**src/rtl/pst_pkg.sv**
```systemverilog
// Shared types and helpers for the winner-take-all sequence predictor.
package pst_pkg;

    // Controller states: distance scan, learn, prediction scan, result.
    typedef enum logic [2:0] {
        ST_IDLE  = 3'd0,
        ST_DSCAN = 3'd1,
        ST_LEARN = 3'd2,
        ST_PSCAN = 3'd3,
        ST_DONE  = 3'd4
    } state_e;

    // Working width of the distance helper; phase widths up to this are supported.
    localparam int CALC_W       = 32;
    // Default phase (distance) width and sequence-weight width.
    localparam int PHASE_W_DEF  = 8;
    localparam int WEIGHT_W_DEF = 8;

    // Shortest circular distance between a and b on a ring of 2^width points.
    function automatic logic [CALC_W-1:0] circ_dist(
        input logic [CALC_W-1:0] a,
        input logic [CALC_W-1:0] b,
        input int                width
    );
        logic [CALC_W-1:0] mask;
        logic [CALC_W-1:0] fwd;
        logic [CALC_W-1:0] bwd;
        mask = (width >= CALC_W) ? '1 : ((CALC_W'(1) << width) - CALC_W'(1));
        fwd  = (a - b) & mask;
        bwd  = (b - a) & mask;
        return (fwd < bwd) ? fwd : bwd;
    endfunction

endpackage

```
**src/rtl/pst_circ_stepper.sv**
```systemverilog
// Combinational slot mover: distance, shortest direction and wrapped step
// from the current slot phase toward the observed phase.
module pst_circ_stepper
    import pst_pkg::*;
#(
    parameter int PW       = PHASE_W_DEF,
    parameter int STEP_SH  = 2,
    parameter int DEADBAND = 2
)
(
    input  logic [PW-1:0] cur_i,
    input  logic [PW-1:0] target_i,
    output logic [PW-1:0] dist_o,
    output logic          move_o,
    output logic [PW-1:0] next_o
);

    logic [PW-1:0] fwd;
    logic [PW-1:0] bwd;
    logic [PW-1:0] step;
    logic          up;

    // Pick the shorter way round (upward on an exact half-ring tie) and step
    // a fraction of the distance, never less than one, wrapping freely.
    always_comb begin
        fwd    = target_i - cur_i;
        bwd    = cur_i - target_i;
        up     = (fwd <= bwd);
        dist_o = PW'(circ_dist(CALC_W'(cur_i), CALC_W'(target_i), PW));
        step   = dist_o >> STEP_SH;
        if (step == '0) begin
            step = PW'(1);
        end
        move_o = (int'(dist_o) > DEADBAND);
        next_o = cur_i;
        if (move_o) begin
            next_o = up ? (cur_i + step) : (cur_i - step);
        end
    end

endmodule

```
**src/rtl/wta_seq_predictor_n.sv**
```systemverilog
// Winner-take-all phase predictor: slots track observed phases, and a
// slot-to-slot weight matrix learns which winner tends to follow which,
// giving a predicted next phase after every evaluation.
module wta_seq_predictor_n
    import pst_pkg::*;
#(
    parameter  int N_SLOTS    = 4,
    parameter  int PW         = PHASE_W_DEF,
    parameter  int WW         = WEIGHT_W_DEF,
    parameter  int NOVELTY_TH = 32,
    parameter  int DEADBAND   = 2,
    parameter  int STEP_SH    = 2,
    parameter  int ETA_LTP    = 4,
    parameter  int ETA_LTD    = 1,
    localparam int SW         = $clog2(N_SLOTS)
)
(
    input  logic          clk,
    input  logic          rst,
    input  logic          cycle_start,
    input  logic          fired,
    input  logic [PW-1:0] actual_phase,
    output logic          busy,
    output logic          overrun,
    output logic          pred_valid,
    output logic [PW-1:0] pred_next,
    output logic [WW-1:0] pred_conf,
    output logic [PW-1:0] error_out,
    output logic          error_valid,
    output logic [SW-1:0] winner_out,
    output logic          recruited
);

    localparam int FW   = 2 * SW;
    localparam int LAST = N_SLOTS - 1;

    state_e        state_q, state_d;
    logic [SW-1:0] idx_q, idx_d;
    logic [PW-1:0] phase_q, phase_d;

    logic          min_found_q, min_found_d;
    logic [SW-1:0] min_idx_q, min_idx_d;
    logic [PW-1:0] min_dist_q, min_dist_d;

    logic          best_found_q, best_found_d;
    logic [SW-1:0] best_idx_q, best_idx_d;
    logic [WW-1:0] best_w_q, best_w_d;

    logic [PW-1:0]      slot_q [N_SLOTS];
    logic [PW-1:0]      slot_d [N_SLOTS];
    logic [N_SLOTS-1:0] used_q, used_d;
    logic [WW-1:0]      w_q [N_SLOTS*N_SLOTS];
    logic [WW-1:0]      w_d [N_SLOTS*N_SLOTS];
    logic [SW-1:0]      prev_q, prev_d;
    logic               prev_valid_q, prev_valid_d;

    logic          overrun_q, overrun_d;
    logic          pred_valid_q, pred_valid_d;
    logic [PW-1:0] pred_next_q, pred_next_d;
    logic [WW-1:0] pred_conf_q, pred_conf_d;
    logic [PW-1:0] error_q, error_d;
    logic          error_valid_q, error_valid_d;
    logic [SW-1:0] winner_q, winner_d;
    logic          recruited_q, recruited_d;

    logic          is_last;
    logic [PW-1:0] scan_dist;
    logic          free_found;
    logic [SW-1:0] free_idx;
    logic [PW-1:0] step_dist;
    logic          step_move;
    logic [PW-1:0] step_next;
    logic          recruit;
    logic [SW-1:0] win;
    logic [FW-1:0] row_ix;
    logic [WW-1:0] cand_w;
    logic          cand;
    logic          take;

    function automatic logic [WW-1:0] sat_inc(input logic [WW-1:0] v);
        logic [WW:0] s;
        s = {1'b0, v} + (WW+1)'(ETA_LTP);
        return s[WW] ? {WW{1'b1}} : s[WW-1:0];
    endfunction

    function automatic logic [WW-1:0] floor_dec(input logic [WW-1:0] v);
        return (v < WW'(ETA_LTD)) ? '0 : (v - WW'(ETA_LTD));
    endfunction

    assign is_last   = (idx_q == SW'(LAST));
    assign scan_dist = PW'(circ_dist(CALC_W'(slot_q[idx_q]), CALC_W'(phase_q), PW));
    assign row_ix    = {prev_q, idx_q};
    assign cand_w    = w_q[row_ix];
    assign cand      = used_q[idx_q] && (idx_q != prev_q);
    assign take      = cand && (!best_found_q || (cand_w > best_w_q));
    assign recruit   = !min_found_q || ((int'(min_dist_q) > NOVELTY_TH) && free_found);
    assign win       = recruit ? free_idx : min_idx_q;

    pst_circ_stepper #(
        .PW       (PW),
        .STEP_SH  (STEP_SH),
        .DEADBAND (DEADBAND)
    ) u_stepper (
        .cur_i    (slot_q[min_idx_q]),
        .target_i (phase_q),
        .dist_o   (step_dist),
        .move_o   (step_move),
        .next_o   (step_next)
    );

    // Lowest-index unused slot, the recruitment target.
    always_comb begin
        free_found = 1'b0;
        free_idx   = '0;
        for (int k = N_SLOTS - 1; k >= 0; k--) begin
            if (!used_q[SW'(k)]) begin
                free_found = 1'b1;
                free_idx   = SW'(k);
            end
        end
    end

    // Controller next state plus every datapath next value.
    always_comb begin
        // NOTE: every variable gets its hold value first so no path can infer a latch.
        state_d       = state_q;
        idx_d         = idx_q;
        phase_d       = phase_q;
        min_found_d   = min_found_q;
        min_idx_d     = min_idx_q;
        min_dist_d    = min_dist_q;
        best_found_d  = best_found_q;
        best_idx_d    = best_idx_q;
        best_w_d      = best_w_q;
        slot_d        = slot_q;
        used_d        = used_q;
        w_d           = w_q;
        prev_d        = prev_q;
        prev_valid_d  = prev_valid_q;
        overrun_d     = cycle_start && (state_q != ST_IDLE);
        pred_valid_d  = 1'b0;
        pred_next_d   = pred_next_q;
        pred_conf_d   = pred_conf_q;
        error_d       = error_q;
        error_valid_d = error_valid_q;
        winner_d      = winner_q;
        recruited_d   = 1'b0;

        case (state_q)
            ST_IDLE: begin
                if (cycle_start) begin
                    phase_d      = actual_phase;
                    idx_d        = '0;
                    best_found_d = 1'b0;
                    if (fired) begin
                        min_found_d = 1'b0;
                        state_d     = ST_DSCAN;
                    end else begin
                        error_valid_d = 1'b0;
                        state_d       = ST_PSCAN;
                    end
                end
            end

            ST_DSCAN: begin
                if (used_q[idx_q] && (!min_found_q || (scan_dist < min_dist_q))) begin
                    min_found_d = 1'b1;
                    min_idx_d   = idx_q;
                    min_dist_d  = scan_dist;
                end
                idx_d = idx_q + SW'(1);
                if (is_last) begin
                    state_d = ST_LEARN;
                end
            end

            ST_LEARN: begin
                if (recruit) begin
                    slot_d[win]   = phase_q;
                    used_d[win]   = 1'b1;
                    recruited_d   = 1'b1;
                    error_d       = '0;
                    error_valid_d = 1'b0;
                end else begin
                    if (step_move) begin
                        slot_d[win] = step_next;
                    end
                    error_d       = step_dist;
                    error_valid_d = step_move;
                end
                if (prev_valid_q && (prev_q != win)) begin
                    for (int k = 0; k < N_SLOTS; k++) begin
                        if (SW'(k) == win) begin
                            w_d[{prev_q, SW'(k)}] = sat_inc(w_q[{prev_q, SW'(k)}]);
                        end else if (SW'(k) != prev_q) begin
                            w_d[{prev_q, SW'(k)}] = floor_dec(w_q[{prev_q, SW'(k)}]);
                        end
                    end
                end
                prev_d       = win;
                prev_valid_d = 1'b1;
                winner_d     = win;
                idx_d        = '0;
                best_found_d = 1'b0;
                state_d      = ST_PSCAN;
            end

            ST_PSCAN: begin
                if (take) begin
                    best_found_d = 1'b1;
                    best_idx_d   = idx_q;
                    best_w_d     = cand_w;
                end
                idx_d = idx_q + SW'(1);
                if (is_last) begin
                    state_d      = ST_DONE;
                    pred_valid_d = 1'b1;
                    if (best_found_d) begin
                        pred_next_d = slot_q[best_idx_d];
                        pred_conf_d = best_w_d;
                    end else begin
                        pred_next_d = slot_q[prev_q];
                        pred_conf_d = '0;
                    end
                end
            end

            ST_DONE: begin
                state_d = ST_IDLE;
            end

            default: begin
                state_d = ST_IDLE;
            end
        endcase
    end

    // Controller state register.
    always_ff @(posedge clk) begin
        if (rst) begin
            state_q <= ST_IDLE;
        end else begin
            state_q <= state_d;
        end
    end

    // Datapath, learned state and registered outputs; reset wipes any partial update.
    always_ff @(posedge clk) begin
        // NOTE: non-blocking assignments so every register samples pre-edge values.
        if (rst) begin
            idx_q         <= '0;
            phase_q       <= '0;
            min_found_q   <= 1'b0;
            min_idx_q     <= '0;
            min_dist_q    <= '0;
            best_found_q  <= 1'b0;
            best_idx_q    <= '0;
            best_w_q      <= '0;
            // NOTE: slots and weights hold learned state with defined start values, so they are reset.
            for (int k = 0; k < N_SLOTS; k++) begin
                slot_q[SW'(k)] <= PW'(k) << (PW - SW);
            end
            for (int i = 0; i < N_SLOTS; i++) begin
                for (int j = 0; j < N_SLOTS; j++) begin
                    w_q[{SW'(i), SW'(j)}] <= (i == j) ? '0 : WW'(1);
                end
            end
            used_q        <= '0;
            prev_q        <= '0;
            prev_valid_q  <= 1'b0;
            overrun_q     <= 1'b0;
            pred_valid_q  <= 1'b0;
            pred_next_q   <= '0;
            pred_conf_q   <= '0;
            error_q       <= '0;
            error_valid_q <= 1'b0;
            winner_q      <= '0;
            recruited_q   <= 1'b0;
        end else begin
            idx_q         <= idx_d;
            phase_q       <= phase_d;
            min_found_q   <= min_found_d;
            min_idx_q     <= min_idx_d;
            min_dist_q    <= min_dist_d;
            best_found_q  <= best_found_d;
            best_idx_q    <= best_idx_d;
            best_w_q      <= best_w_d;
            slot_q        <= slot_d;
            w_q           <= w_d;
            used_q        <= used_d;
            prev_q        <= prev_d;
            prev_valid_q  <= prev_valid_d;
            overrun_q     <= overrun_d;
            pred_valid_q  <= pred_valid_d;
            pred_next_q   <= pred_next_d;
            pred_conf_q   <= pred_conf_d;
            error_q       <= error_d;
            error_valid_q <= error_valid_d;
            winner_q      <= winner_d;
            recruited_q   <= recruited_d;
        end
    end

    assign busy        = (state_q != ST_IDLE);
    assign overrun     = overrun_q;
    assign pred_valid  = pred_valid_q;
    assign pred_next   = pred_next_q;
    assign pred_conf   = pred_conf_q;
    assign error_out   = error_q;
    assign error_valid = error_valid_q;
    assign winner_out  = winner_q;
    assign recruited   = recruited_q;

endmodule

```
**config.mk**
```make
export PLATFORM = sky130hd
export DESIGN_NAME = wta_seq_predictor_n
export DESIGN_NICKNAME = d
export VERILOG_FILES = /design/src/rtl/pst_pkg.sv /design/src/rtl/pst_circ_stepper.sv /design/src/rtl/wta_seq_predictor_n.sv
export SDC_FILE = /design/constraint.sdc
export NUM_CORES = 1
export LEC_CHECK = 0
export ABC_CLOCK_PERIOD_IN_PS = 20100
export CAP_MARGIN = 10
export CORE_ASPECT_RATIO = 0.6
export CORE_UTILIZATION = 30
export CTS_CLUSTER_DIAMETER = 200
export DETAILED_ROUTE_END_ITERATION = 16
export DONT_BUFFER_PORTS = 1
export RECOVER_POWER = 100
export SKIP_LAST_GASP = 1
export SLEW_MARGIN = 20
export SYNTH_ARGS = -nofsm -noshare
export SYNTH_HDL_FRONTEND = slang
export SYNTH_SLANG_ARGS = --single-unit
```
**constraint.sdc**
```tcl
create_clock -name clk -period 20.1 [get_ports clk]
set_input_delay 2.01 -clock clk [delete_from_list [all_inputs] [get_ports clk]]
set_output_delay 2.01 -clock clk [all_outputs]
set_load 0.01 [all_outputs]
```
==> metrics, run 1 <==
clk_skew 0.0194 ns; Netlist Area Pre-Place 0.0158 mm²; Avg Inst Size Synth 8.73 µm²; Root Driver clkbuf_16; Max Clock Freq 116 MHz; Setup-failing EPs final 0; Initial Utilization a little under a third; Pre-Repair DR Iteration Count 5; most common cell after layout, fill and taps aside dfxtp_1; Post-synth ARST share 0%; Max Cap Viol 4; Min-Delay Path Class flip-flop to flip-flop; depth of the CTS H-tree 1; GRT overflow 0; Ys Warns 0; Cell Rows 64; Reg clk slew, reported paths 0.07 ns; WL final 54200 µm; metal1 wirelength 24900 µm; Slew Limit Headroom -143%; final hold violation count 0; met3 routed wirelength 8200 µm; Crit Path Class flip-flop to flip-flop; Final Cycle Share 43.0%; worst setup margin 11.45 ns; Initial DRC Count 1741; height of the die 180 µm; crit path max fanout 49; Clock Latency Late Sink ~0.56 ns; die span in x a little under 300 µm; vias in the first global route 13332; WP data required 20.55 ns; Seq cells post-synth 230; Top Metal Used met5; IO Count 43; Max VDD drop 0.0000519 V; Seq/Total Area, Yosys 30.1%; number of synthesized flops with an enable pin 16; Final Power 1.37 mW; DRC 0; Avg WL per Cell about 22 µm; die footprint between 0.05 and 0.06 mm²; gp weighted congestion 0.938; worst hold start w_q[53]$_SDFFE_PP0P_; commonest non-fill, non-tap cells in the layout dfxtp_1, nor2_1, a21oi_1, nand2_1, nand3_1; placed instance area 0.0163 mm²; Resized Gates After CTS 0; outcome complete, but fails checks; routed vias around 14000; count of different cell masters after synthesis 81; hold_buf cts 0; failing checks capacitance limit, slew limit; Fin Hold WS 0.470 ns; leakage 5.99 nW; Filler Cell Count 5271; met2 wire length 20100 µm; port buffer count 0; Reg2Reg Launch Point idx_q[0]$_SDFFE_PP0P_; hpwl dp 40500 µm; share of layout cells above drive strength 1 around a tenth; Sink Count 230; largest net degree at the start of global routing 192; hold worst-path end w_q[53]$_SDFFE_PP0P_; Yosys top cell by area dfxtp_1; Antenna Violating Nets Remaining 0; setup TNS 0 ns; fin area 0.0171 mm²; Total GRT Usage between 10% and 20%; # nets final 1851; Layout area overhead 8.36%; DP Worst Slack 12.36 ns; worst hold stages 2; CTS tree built; Pwr per Cell Area 80.1 mW/mm²; final-report max-slew violation count 158; CTS buffer count 25; Worst Max-Slew Pin Slew 3.65 ns; CP Launch Type flip-flop; RSZ-0062 raised after global routing no; via density per instance 5.81; R2R Setup Slk 11.45 ns; CP Data Arrival Time between 9 and 10 ns; largest cells by area after synthesis dfxtp_1, mux4_2, ha_1, a21oi_1, nor2_1; Synth Instances 1811; Main synth FF type dfxtp_1; core area 0.0515 mm²; Post-Syn Nets ~1900; first-pass GRT wire length 83200 µm; r2r endpoint min_dist_q[2]$_SDFFE_PP0P_; Max clock buf depth 3; initial antenna violation count 0; top-area cell type share of the netlist area 27.1%; Tmin final ~8.6 ns; CP endpoint kind flip-flop; # Post-CTS Setup Buffers 0; R2R depth 25
-- cell families after synthesis --
family                     after synthesis  synth area share, %
AOI/OAI and AO/OA                      436                 17.8
xor gates and xnor gates                55                 3.05
adders and majority gates               96                 7.83
buffers and inverters                  220                 5.70
DFF                                    230                 30.1
muxes                                  145                 16.9
and+or+nand+nor                        629                 18.6
-- flip-flops by register name, indices dropped and copies added, names as in the netlist, 2 cells and up --
signal      flops
idx_q           2
best_idx_q      2
slot_q         32
best_w_q        8
phase_q         8
winner_out      2
min_idx_q       2
state_q         3
pred_next       8
used_q          4
error_out       8
min_dist_q      8
pred_conf       8
w_q           128
-- per-layer routing --
layer  up-vias  GRT usage, %
met5         -          1.15
met3        78          9.00
met4         2          4.10
met2       753          25.2
li1       6452             -
met1      6978          30.0
-- cell type report --
class | instances | area (µm²) | share of cell area, %
multi-input combinational | 1361 | 10100 | 59.1
sequential | 230 | 4770 | 27.8
clock inverter | 10 | 115 | 0.672
tap | 693 | 867 | 5.06
timing repair buffer | 19 | 113 | 0.657
clock buffer | 35 | 733 | 4.28
antenna | 3 | 7.51 | 0.0438
inverter | 106 | 398 | 2.32
-- power by group --
part	leakage, nW	switching (mW)	total, mW	internal (mW)
sequential	1.91	0.00771	0.472	0.465
clock	0.411	0.206	0.486	0.280
combinational	3.67	0.260	0.414	0.154
total	5.99	0.474	1.37	0.899
-- worst max path at each step --
stage	from	endpoint	slack (ns)	cells after the start
global route	idx_q[0]$_SDFFE_PP0P_	min_idx_q[0]$_SDFFE_PP0P_	10.49	25
CTS	min_idx_q[1]$_SDFFE_PP0P_	slot_q[23]$_SDFFE_PP0P_	12.33	27
global placement	min_idx_q[1]$_SDFFE_PP0P_	slot_q[7]$_DFFE_PP_	12.47	27
floorplan	min_idx_q[1]$_SDFFE_PP0P_	slot_q[15]$_DFFE_PP_	13.36	31
detailed placement	min_idx_q[1]$_SDFFE_PP0P_	slot_q[23]$_SDFFE_PP0P_	12.36	27
finish	idx_q[0]$_SDFFE_PP0P_	min_dist_q[2]$_SDFFE_PP0P_	11.45	25
-- worst max-delay path, cell delays in order (launching register included) --
cell,delay (ns)
dfxtp_2,0.31
clkbuf_1,2.35
mux4_2,0.71
ha_1,0.17
inv_1,0.06
fa_1,0.41
a21o_1,0.18
a21oi_1,0.23
o21bai_1,0.09
a21oi_1,0.17
xor2_1,0.11
ha_1,0.29
nand2_1,0.06
o21ai_0,0.80
nand2_1,0.17
nand2_1,0.11
ha_1,0.22
a21boi_0,0.13
o21a_1,0.18
o21a_1,0.16
o21ai_0,0.15
a21oi_1,0.08
o41ai_1,0.26
clkbuf_1,0.74
nor3_1,0.11
a31o_2,0.25
-- cells in the mapped netlist, types with 40 or more instances --
cell type,number
dfxtp_1,214
nor2_1,203
a21oi_1,172
nand2_1,155
nand3_1,106
inv_1,104
mux4_2,97
ha_1,91
clkbuf_1,68
o21ai_0,59
mux2i_1,43
nor3_1,40
-- per-stage QoR --
| stage | cells | utilization [%] |
|---|---|---|
| detailed placement | 2409 | 31.7 |
| global placement | 2409 | 31.7 |
| floorplan | 1811 | - |
| finish | 2457 | 33.3 |
| CTS | 2454 | 33.4 |
| global route | 2454 | 33.3 |
Power figures use the tool's default switching activity.
==> inputs of run 2 (changes only) <==
--- a/config.mk
+++ b/config.mk
@@ -5,7 +5,7 @@
 export SDC_FILE = /design/constraint.sdc
 export NUM_CORES = 1
 export LEC_CHECK = 0
-export ABC_CLOCK_PERIOD_IN_PS = 20100
+export ABC_CLOCK_PERIOD_IN_PS = 8600
 export CAP_MARGIN = 10
 export CORE_ASPECT_RATIO = 0.6
 export CORE_UTILIZATION = 30
==> constraint.sdc (replaced) <==
create_clock -name clk -period 8.6 [get_ports clk]
set_input_delay 0.86 -clock clk [delete_from_list [all_inputs] [get_ports clk]]
set_output_delay 0.86 -clock clk [all_outputs]
set_load 0.01 [all_outputs]
==> metrics, run 2 (synthesized netlist as in run 1, its figures left out) <==
CP Buf/Inv Count 2; largest net degree at the start of global routing 192; crit-path most repeated cell a21oi_1; placed instance area around 0.016 mm²; CP Data Arrival Time 7.86 ns; Total GRT Usage between 15 and 20%; core area 0.0515 mm²; Max Clock Freq 132 MHz; # placed instances roughly 2400; # nets final 1853; WL final 54300 µm; initial antenna violation count 1; commonest non-fill, non-tap cells in the layout dfxtp_1, nor2_1, a21oi_1, nand2_1, nand3_1; Min-Delay Path Class input pin to flip-flop; Final Cycle Share 88.2%; Reg clk slew, reported paths around 0.06 ns; CP delay by family, top compound AO/OA/AOI/OAI gates; crit path max fanout 10; Max clock buf depth 3; clk_skew 0.0166 ns; WP data required 8.88 ns; CP endpoint kind flip-flop; Initial DRC Count around 1800; port buffer count 0; Filler Cell Count 5311; DP Worst Slack between 1 and 1.5 ns; Regs by FF count w_q x128, slot_q x32; Max VDD drop 0.000113 V; fin area 0.0171 mm²; Largest register FFs 128; final core occ roughly a third; Worst Max-Slew Pin Slew 3.62 ns; final hold violation count 0; via density per instance 5.79; height of the die approximately 180 µm; Pre-Repair DR Iteration Count 6; gp weighted congestion roughly 0.93; CTS buffer count 25; slowest stage delay, CP roughly 0.64 ns; Worst path slowest cell mux4_2; Largest Register w_q; Antenna Violating Nets Remaining 0; depth of the CTS H-tree 1; GRT overflow 0; final-report max-slew violation count 96; leakage 6.01 nW; Crit Path Class flip-flop to flip-flop; setup TNS 0 ns; DRC 0; RSZ-0062 raised after global routing no; Layout area overhead 8.32%; CTS tree built; Clock Latency Late Sink 0.55 ns; CP Launch Type flip-flop; vias in the first global route 12961; Setup-failing EPs final 0; share of layout cells above drive strength 1 between 10% and 20%; Cell Rows 64; die footprint 0.0537 mm²; most common cell after layout, fill and taps aside dfxtp_1; Slew Limit Headroom -141%; failing checks capacitance limit, slew limit; Resized Gates After CTS 0; Tmin final ~7.6 ns; hpwl dp 40600 µm; Root Driver clkbuf_16; Final Power 3.22 mW; Non-Filler Instances between 2000 and 2500; worst setup margin 1.01 ns; Max Cap Viol 4; hold_buf cts 0; Initial Utilization 30.7%; outcome complete, but fails checks; Sink Count 230; ANT cells 0; IO Count 43; Fin Hold WS 0.387 ns; Avg WL per Cell 22.1 µm; routed vias 14215; die span in x slightly below 300 µm; Pwr per Cell Area 188 mW/mm²; # Post-CTS Setup Buffers 0; first-pass GRT wire length 82000 µm
## run 2: cell count changes in the layout (fill, tap and decap cells not counted), moves of 2 or more
cell,previous run,this run
buf_4,11,15
clkbuf_1,11,8
clkbuf_8,7,3
dfxtp_1,212,214
dfxtp_2,2,0
diode_2,3,0
or2_0,2,0
or2_2,6,8
## run 2: final timing paths
check                                  from                         end  slack (ns)  cells after the start
setup / recovery  min_idx_q[1]$_SDFFE_PP0P_        slot_q[15]$_DFFE_PP_        1.01                     27
hold / removal                          rst  min_dist_q[1]$_SDFFE_PP0P_        0.39                      1
setup reg to reg  min_idx_q[1]$_SDFFE_PP0P_        slot_q[15]$_DFFE_PP_        1.01                     27
hold reg to reg      used_q[2]$_SDFFE_PP0P_      used_q[2]$_SDFFE_PP0P_        0.47                      1
## run 2: per-layer routing
metal  track usage [%]  share of wire (%)  vias to the layer above
met2              24.5                 37                      784
met4              3.24                1.6                        0
li1                  -                  -                     6447
met5                 0                  0                        -
met1              30.6                 47                     6916
met3              8.36                 15                       68
## run 2: where the power goes
group	total, mW	internal (mW)	switching, mW	leakage [nW]
registers	1.11	1.09	0.0203	1.91
logic	0.985	0.370	0.615	3.69
clock network	1.13	0.650	0.483	0.405
total	3.22	2.11	1.12	6.01
## run 2: cell type report
type	count	area, µm²	share of cell area, %
Multi-Input combinational cell	1361	10100	59.1
Sequential cell	230	4760	27.8
Tap cell	693	867	5.06
Clock buffer	30	674	3.94
Inverter	106	398	2.32
Clock inverter	14	160	0.935
Timing Repair Buffer	21	135	0.789
